### src/rtl/uart_frame_ctrl_if.sv
// FIFO-side and UART-TX-side signals of the frame controller.
// The master modport is the controller; the slave modport is the FIFOs plus transmitter.
interface uart_frame_ctrl_if #(
    parameter int CH = 2,
    parameter int DW = 8
);
    logic [CH-1:0]    fifo_empty;
    logic [CH*DW-1:0] fifo_data;
    logic [CH-1:0]    fifo_rd;
    logic             tx_busy;
    logic             tx_start;
    logic [7:0]       tx_data;

    modport master (
        input  fifo_empty, fifo_data, tx_busy,
        output fifo_rd, tx_start, tx_data
    );

    modport slave (
        output fifo_empty, fifo_data, tx_busy,
        input  fifo_rd, tx_start, tx_data
    );
endinterface

### src/rtl/uart_frame_ctrl.sv
// Drains CH sample FIFOs into an 8-bit UART TX as frames:
// an optional header byte, then each channel sample MSB-first.
module uart_frame_ctrl #(
    parameter int         CH        = 2,
    parameter int         DW        = 8,
    parameter int         HEADER_EN = 1,
    parameter logic [7:0] HEADER    = 8'hA5
) (
    input  logic                  clk,
    input  logic                  rst_n,
    input  logic [1:0]            gather_set,
    uart_frame_ctrl_if.master     bus,
    output logic                  frame_done,
    output logic [15:0]           frame_cnt,
    output logic                  idle
);
    localparam int BPC  = DW / 8;
    localparam int NDB  = CH * BPC;
    localparam int HOFF = (HEADER_EN != 0) ? 1 : 0;
    localparam int NB   = HOFF + NDB;
    localparam int IW   = (NB > 1) ? $clog2(NB) : 1;

    typedef enum logic [2:0] {
        S_IDLE, S_RD, S_LAT, S_SEND, S_WAIT_HI, S_WAIT_LO, S_DONE
    } state_t;

    state_t           state_reg;
    logic [CH*DW-1:0] shadow_reg;
    logic [IW-1:0]    idx_reg;
    logic [7:0]       tx_data_reg;
    logic [CH-1:0]    fifo_rd_reg;
    logic             frame_done_reg;
    logic [15:0]      frame_cnt_reg;
    logic             idle_reg;
    logic             armed_reg;
    logic             gs10_prev_reg;

    logic [CH*DW-1:0] byte_src;
    logic [IW-1:0]    load_idx;
    logic [7:0]       frame_bytes [NB];
    logic             gs_is10;
    logic             start_ok;

    assign gs_is10  = (gather_set == 2'b10);
    assign start_ok = ((gather_set == 2'b01) || armed_reg) && (bus.fifo_empty == '0);

    // In LAT the first byte is taken straight from the FIFO word being captured.
    always_comb begin
        byte_src = shadow_reg;
        load_idx = '0;
        if (state_reg == S_LAT)
            byte_src = bus.fifo_data;
        if (state_reg == S_WAIT_LO)
            load_idx = idx_reg + 1'b1;
    end

    generate
        if (HEADER_EN != 0) begin : g_hdr
            assign frame_bytes[0] = HEADER;
        end
        for (genvar gi = 0; gi < NDB; gi++) begin : g_bytes
            assign frame_bytes[HOFF + gi] =
                byte_src[(gi / BPC) * DW + DW - 8 - (gi % BPC) * 8 +: 8];
        end
    endgenerate

    always_ff @(posedge clk or negedge rst_n) begin
        if (!rst_n) begin
            state_reg      <= S_IDLE;
            shadow_reg     <= '0;
            idx_reg        <= '0;
            tx_data_reg    <= 8'h00;
            fifo_rd_reg    <= '0;
            frame_done_reg <= 1'b0;
            frame_cnt_reg  <= 16'd0;
            idle_reg       <= 1'b1;
            armed_reg      <= 1'b0;
            gs10_prev_reg  <= 1'b0;
        end else begin
            gs10_prev_reg  <= gs_is10;
            fifo_rd_reg    <= '0;
            frame_done_reg <= 1'b0;
            if (gs_is10 && !gs10_prev_reg)
                armed_reg <= 1'b1;

            case (state_reg)
                S_IDLE: begin
                    if (start_ok) begin
                        state_reg   <= S_RD;
                        fifo_rd_reg <= '1;
                        idle_reg    <= 1'b0;
                        armed_reg   <= 1'b0;
                    end
                end
                S_RD: state_reg <= S_LAT;
                S_LAT: begin
                    shadow_reg  <= bus.fifo_data;
                    idx_reg     <= '0;
                    tx_data_reg <= frame_bytes[load_idx];
                    state_reg   <= S_SEND;
                end
                S_SEND: begin
                    if (!bus.tx_busy)
                        state_reg <= S_WAIT_HI;
                end
                S_WAIT_HI: begin
                    if (bus.tx_busy)
                        state_reg <= S_WAIT_LO;
                end
                S_WAIT_LO: begin
                    if (!bus.tx_busy) begin
                        if (idx_reg == IW'(NB - 1)) begin
                            state_reg      <= S_DONE;
                            frame_done_reg <= 1'b1;
                        end else begin
                            idx_reg     <= load_idx;
                            tx_data_reg <= frame_bytes[load_idx];
                            state_reg   <= S_SEND;
                        end
                    end
                end
                S_DONE: begin
                    frame_cnt_reg <= frame_cnt_reg + 16'd1;
                    idle_reg      <= 1'b1;
                    state_reg     <= S_IDLE;
                end
                default: begin
                    state_reg <= S_IDLE;
                    idle_reg  <= 1'b1;
                end
            endcase
        end
    end

    // The request is qualified by tx_busy in the SEND cycle itself, so the first
    // byte goes out three cycles after the start condition when the UART is free.
    assign bus.tx_start = (state_reg == S_SEND) && !bus.tx_busy;
    assign bus.tx_data  = tx_data_reg;
    assign bus.fifo_rd  = fifo_rd_reg;
    assign frame_done   = frame_done_reg;
    assign frame_cnt    = frame_cnt_reg;
    assign idle         = idle_reg;
endmodule

### src/flat_wrapper.sv
// flat-port wrapper written by rule: the top's interface ports become plain ports
module uart_frame_ctrl_flat 
#(
    parameter int         CH        = 2,
    parameter int         DW        = 8,
    parameter int         HEADER_EN = 1,
    parameter logic [7:0] HEADER    = 8'hA5
)
  (clk, rst_n, gather_set, frame_done, frame_cnt, idle, bus_fifo_empty, bus_fifo_data, bus_tx_busy, bus_fifo_rd, bus_tx_start, bus_tx_data);
  uart_frame_ctrl_if #(.CH(CH), .DW(DW)) bus_i ();
  input  logic clk;
  input  logic rst_n;
  input  logic [1:0] gather_set;
  output logic frame_done;
  output logic [15:0] frame_cnt;
  output logic idle;
  input wire logic [$bits(bus_i.fifo_empty)-1:0] bus_fifo_empty;
  input wire logic [$bits(bus_i.fifo_data)-1:0] bus_fifo_data;
  input wire logic [$bits(bus_i.tx_busy)-1:0] bus_tx_busy;
  output wire logic [$bits(bus_i.fifo_rd)-1:0] bus_fifo_rd;
  output wire logic [$bits(bus_i.tx_start)-1:0] bus_tx_start;
  output wire logic [$bits(bus_i.tx_data)-1:0] bus_tx_data;
  assign bus_i.fifo_empty = bus_fifo_empty;
  assign bus_i.fifo_data = bus_fifo_data;
  assign bus_i.tx_busy = bus_tx_busy;
  assign bus_fifo_rd = bus_i.fifo_rd;
  assign bus_tx_start = bus_i.tx_start;
  assign bus_tx_data = bus_i.tx_data;
  uart_frame_ctrl #(.CH(CH), .DW(DW), .HEADER_EN(HEADER_EN), .HEADER(HEADER)) u_core (.clk(clk), .rst_n(rst_n), .gather_set(gather_set), .bus(bus_i), .frame_done(frame_done), .frame_cnt(frame_cnt), .idle(idle));
endmodule
### config.mk
export PLATFORM = sky130hd
export DESIGN_NAME = uart_frame_ctrl_flat
export DESIGN_NICKNAME = d
export VERILOG_FILES = /design/src/rtl/uart_frame_ctrl_if.sv /design/src/rtl/uart_frame_ctrl.sv /design/src/flat_wrapper.sv
export SDC_FILE = /design/constraint.sdc
export NUM_CORES = 1
export LEC_CHECK = 0
export CORE_ASPECT_RATIO = 0.8
export CORE_MARGIN = 1
export CORE_UTILIZATION = 49
export CTS_CLUSTER_DIAMETER = 50
export DETAILED_ROUTE_END_ITERATION = 10
export PLACE_DENSITY = 0.88
export SETUP_SLACK_MARGIN = 0.3
export SYNTH_ARGS = -nofsm -noshare
export SYNTH_HDL_FRONTEND = slang
export SYNTH_SLANG_ARGS = --single-unit
### constraint.sdc
create_clock -name clk -period 1.8 [get_ports clk]
set_input_delay 0.36 -clock clk [delete_from_list [all_inputs] [get_ports clk]]
set_output_delay 0.36 -clock clk [all_outputs]
set_load 0.01 [all_outputs]
Word-level counts from Yosys, hierarchy flattened --
Index checks and enable logic that the tools add are counted.
Storage, ports and cells: output and inout port bits 29, input port bits 23, register bits after elaboration 51
Operators by class: bitwise logic cells 2, $lt $le $gt $ge 1, eq/ne operators 14, $add $sub $neg 2, reduce and logical (&&, ||, !) cells 13, muxes and demuxes 27
Operators by type and width (count):
- $mux 8 | 4
- $pmux 3 s6 | 1
- $add 16x1->16 const B | 1
- $bmux 8 s2 | 1
- $mux 16 | 1
- $pmux 8 s2 | 1
- $mux 3 | 5
- $mux 2 | 5
- $eq 3x3->1 const B | 3
- $ne 2x2->1 const B | 4
- $mux 1 | 7
- $eq 3x2->1 const B | 2
- $reduce_or 5->1 | 1
- $eq 2x2->1 const B | 2
- $pmux 2 s2 | 1
- $reduce_and 4->1 | 1
- $eq 3x1->1 const B | 1
- $ge 3x3->1 const B | 1
- $logic_and 1x1->1 | 3
- $logic_not 3->1 | 1
- $not 2->3 | 1
- $reduce_and 3->1 | 1
- $add 2x1->2 const B | 1
- $eq 2x1->1 const B | 1
- other kinds (8) | 9

Logic depth before layout (Yosys ltp) --
word-level depth 9, mapped depth 6

Worst setup path before layout --
No wires, ideal clock.
kind register -> register, from register u_core.idx_reg[0], to register u_core.idx_reg[0], cell stages (with the launch flop) 6, data required time 1.721 ns, period minus slack after synthesis 1.546 ns, arrival time 1.467 ns, path slack 0.254 ns, library setup time 0.079 ns, cells stage by stage dfrtp_1 inv_1 ha_1 o32ai_4 buf_2 mux2i_1
Between the ends: longest elaborated chain between the ends 5, elaborated cells on any way between the ends 8, those cells by class add/sub: 1; eq/ne: 2; mux: 4; reduce/logical: 1
Ends and longest elaborated chain:
- start, declared | line uart_frame_ctrl.sv:29 | logic [IW-1:0] idx_reg;
- start signal, assigned | line uart_frame_ctrl.sv:116 | idx_reg <= load_idx;
- $add 2x1->2 | line uart_frame_ctrl.sv:54 | load_idx = idx_reg + 1'b1;
- $mux 2 | line uart_frame_ctrl.sv:53 | if (state_reg == S_WAIT_LO)
- $mux 2 | line uart_frame_ctrl.sv:112 | if (idx_reg == IW'(NB - 1)) begin
- $mux 2 | line uart_frame_ctrl.sv:111 | if (!bus.tx_busy) begin
- $pmux 2 s2 | line uart_frame_ctrl.sv:86 | case (state_reg)
Several ways; a longest one is shown, not always the timed one. The select of a mux whose other input is x is not followed. A chain may end at the register's enable or synchronous reset.

Final worst setup path --
from register u_core.state_reg[2], to register u_core.idx_reg[1]
Between the ends: longest elaborated chain between the ends 5, elaborated cells on any way between the ends 10, those cells by class eq/ne: 4; mux: 4; reduce/logical: 2
Ends and longest elaborated chain:
- start, declared | line uart_frame_ctrl.sv:27 | state_t state_reg;
- start signal, assigned | line uart_frame_ctrl.sv:69 | state_reg <= S_IDLE;
- start signal, assigned | line uart_frame_ctrl.sv:89 | state_reg <= S_RD;
- start signal, assigned | line uart_frame_ctrl.sv:95 | S_RD: state_reg <= S_LAT;
- $eq 3x3->1 | line uart_frame_ctrl.sv:53, uart_frame_ctrl.sv:86
- $mux 2 | line uart_frame_ctrl.sv:53
- $mux 2 | line uart_frame_ctrl.sv:112
- $mux 2 | line uart_frame_ctrl.sv:111
- $pmux 2 s2 | line uart_frame_ctrl.sv:86
Several ways; a longest one is shown, not always the timed one. The select of a mux whose other input is x is not followed.

==> reports/qor.yml <==
async_reset_ff_frac: 1.00
detailedRoute.firstIterationViolations: 84
max-clock-path-buffers: 2
number_of_global_route_vias_before_repair: 1690
antenna_found_initial: 0
critPathRequiredTime_ps: 2000
clk_latency_worst_skew_pair_ps: 310
detail-route-antenna-nets: 0
die_y_um: 62.0
detail_route.wirelength_um: 5520
critPathMaxFanout: 4
critical_path_cell_list: "buf_6, buf_6, nand3b_1, o32ai_4, buf_4, mux2_4"
clkTransAtPathRegs_ps: 80
rsz0062_at_grt: "yes"
dp_wirelength_um: 3110
clock_sink_count: 50
swShare: 0.346
dominantRegCellSynth: "dfrtp_1"
postSynthRegisterBits: 50
layout_min_cycle_time_ps: 1730
report.final.hold_viol_count: 0
worst_setup_path_startpoint: "u_core.state_reg[2]"
path_class: "reg -> reg"
post_layout_nonfiller_instances: 339
synth_largest_type_area_fraction: 0.556
vdd.ir_drop.worst_uv: 960
placeableCoreArea_mm2: 0.00426
die_w_um: 77.0
placed_area_mm2: 0.00288
ys_top_cells_by_count: "dfrtp_1, inv_1, nand2_1, xnor2_1, mux2_2"
weighted_congestion_at_the_end_of_routability_driven_global_placement: 0.746
grt_pass1_wl_um: 7980
tot_pwr_mw: 5.10
cts-buffers-inserted: 5
placed_cells: 303
total_grt_usage: 0.230
synth_cell_type_count: 38
yosys-top-cells-area: "dfrtp_1, mux2_2, xnor2_1, mux2i_1, inv_1"
design.die.area_mm2: 0.00478
cts-root-buf: "clkbuf_8"
yosysMostFrequentCell: "dfrtp_1"
clock_skew_ps: 3.78
setup_violations: 0
critical_path.max_stage_delay_ps: 390
clock_tree_from_tritoncts: "done"
post_synth.cell_area_avg_um2: 11.9
arrival_ps: 1920
maximum_number_of_pins_on_one_net_before_global_route_repair: 33
hold_start: "bus_tx_busy"
via_count: 1802
n_fill_cell: 254
synth_sequential_area_ratio: 0.567
maxCapViolations: 0
p_int_mw: 3.33
cp-end-kind: "register"
layout.cell_area.non_filler_mm2: 0.00336
cp_common_cell: "buf_6"
avgViaCountPerCell: 5.32
hold_path_class: "in -> reg"
outcome: "complete, no violations"
htreeDepth: 2
drtPass1Iterations: 4
final_nets: 306
power.share.clock: 0.130
slew_headroom: 0.712
rr_startpoint: "u_core.state_reg[2]"
drv_slew: 0
power.density_mw_per_mm2: 1520
syn_inst: 185
global_route_overflow: 0
portBuffers: 51
power.combinational.fraction: 0.521
p_leak_nw: 1.64
final_layout_size_suffix_gt1_frac: 0.326
max_slew.worst_pin.slew_ps: 432
portion_of_total_power_attributed_to_sequential_cells: 0.349
multi_input_comb_area_um2: 998
io_pins: 52
mappedNetlistArea_mm2: 0.00221
core.rowCount: 21
antenna_cells: 0
synthesized_net_count: 210
post_synth_edffs: 0
synth_largest_area_cell: "dfrtp_1"
max_freq_mhz: 580
final-seq-area_mm2: 0.00125
layout-area-overhead-vs-synth_pct: 52.1
portion_of_the_clock_cycle_consumed_by_the_worst_path_in_the_final_layout: 0.959
remaining_drc_errors: 0
start_kind: "register"
floorplan.initialDensity: 0.519
cp_slowest_cell: "dfrtp_1"
netSwitchingPower_mw: 1.77
routed_wire_length_per_instance_um: 16.3
synth.yosys.warnings: 0
-- worst max-delay path, delay by kind of cell, from the launching register on --
| kind | cells | cell delay [ps] |
|---|---|---|
| muxes | 1 | 280 |
| and+or+nand+nor | 1 | 150 |
| DFF | 1 | 390 |
| buffers and inverters | 3 | 420 |
| AOI/OAI and AO/OA | 1 | 370 |
-- what timing repair did --
item | CTS | global route
setup buffers | 22 | 4
pin swaps | 18 | 5
resized for setup | 62 | 30
gates cloned | 1 | 0
setup endpoints to repair | 50 | 32
hold buffers | 1 | 0
hold endpoints to repair | 18 | 0
-- per-stage QoR --
stage                     TNS [ps]  utilization  setup WS [ps]  hold slack (ps)
after floorplan                  0            -            269             64.4
after global placement        -162        0.677           -162              317
after detailed placement      -268        0.677           -184              319
after CTS                        0        0.759           92.7              464
after global routing             0        0.789           4.86              419
final                            0        0.789           74.7              389
-- cell families (layout without fill, tap and decap cells) --
group,count (synthesis),after routing,synth area share
AO/OA/AOI/OAI,30,30,0.0992
buffers and inverters,23,120,0.0471
AND/OR/NAND/NOR,46,46,0.124
multiplexers,19,19,0.0918
flip-flops,50,50,0.567
XOR/XNOR,15,15,0.0595
adder cells (fa/ha/maj),2,2,0.0113
-- path summary, 6_finish.rpt --
check	end	slack, ps	cells after the start
setup / recovery	u_core.idx_reg[1]	70	6
hold / removal	u_core.frame_done	390	3
setup reg to reg	u_core.idx_reg[1]	70	6
hold reg to reg	u_core.frame_cnt[15]	460	1
max in group asynchronous	u_core.idle	700	3
min in group asynchronous	u_core.frame_cnt[15]	510	2
-- power by group through the flow --
stage,Combinational (mW),Clock (mW),Sequential (mW)
2_1_floorplan,1.09,0,1.76
6_report,2.66,0.663,1.78
4_1_cts,2.30,0.664,1.73
3_5_place_dp,1.82,0,1.76
3_3_place_gp,1.76,0,1.74
5_1_grt,2.85,0.725,1.83
-- routing by layer --
metal,up-vias,track usage,share of wire
met5,-,0,0
met4,0,0.0997,0.016
met3,11,0.0628,0.047
met2,67,0.398,0.52
met1,893,0.280,0.42
li1,831,-,-
-- layout make-up --
type | count | share of cell area
inverter | 16 | 0.0179
tap | 57 | 0.0212
clock buffer | 7 | 0.0257
multi-input combinational | 112 | 0.297
sequential | 50 | 0.374
clock inverter | 1 | 0.00149
timing repair buffer | 96 | 0.262
-- cell usage in the layout (no fill, tap or decap), types with 4 or more instances in the layout --
cell type / count
mux2_4: 8
clkdlybuf4s50_1: 20
nand2_1: 10
o21a_1: 5
xnor2_1: 11
dlygate4sd2_1: 26
dfrtp_1: 47
o221ai_1: 4
nand3_1: 4
a31oi_1: 4
clkbuf_8: 6
mux2i_4: 4
xor2_1: 4
buf_6: 16
inv_1: 14
buf_4: 28
nor2_1: 7
Power figures use the tool's default switching activity.
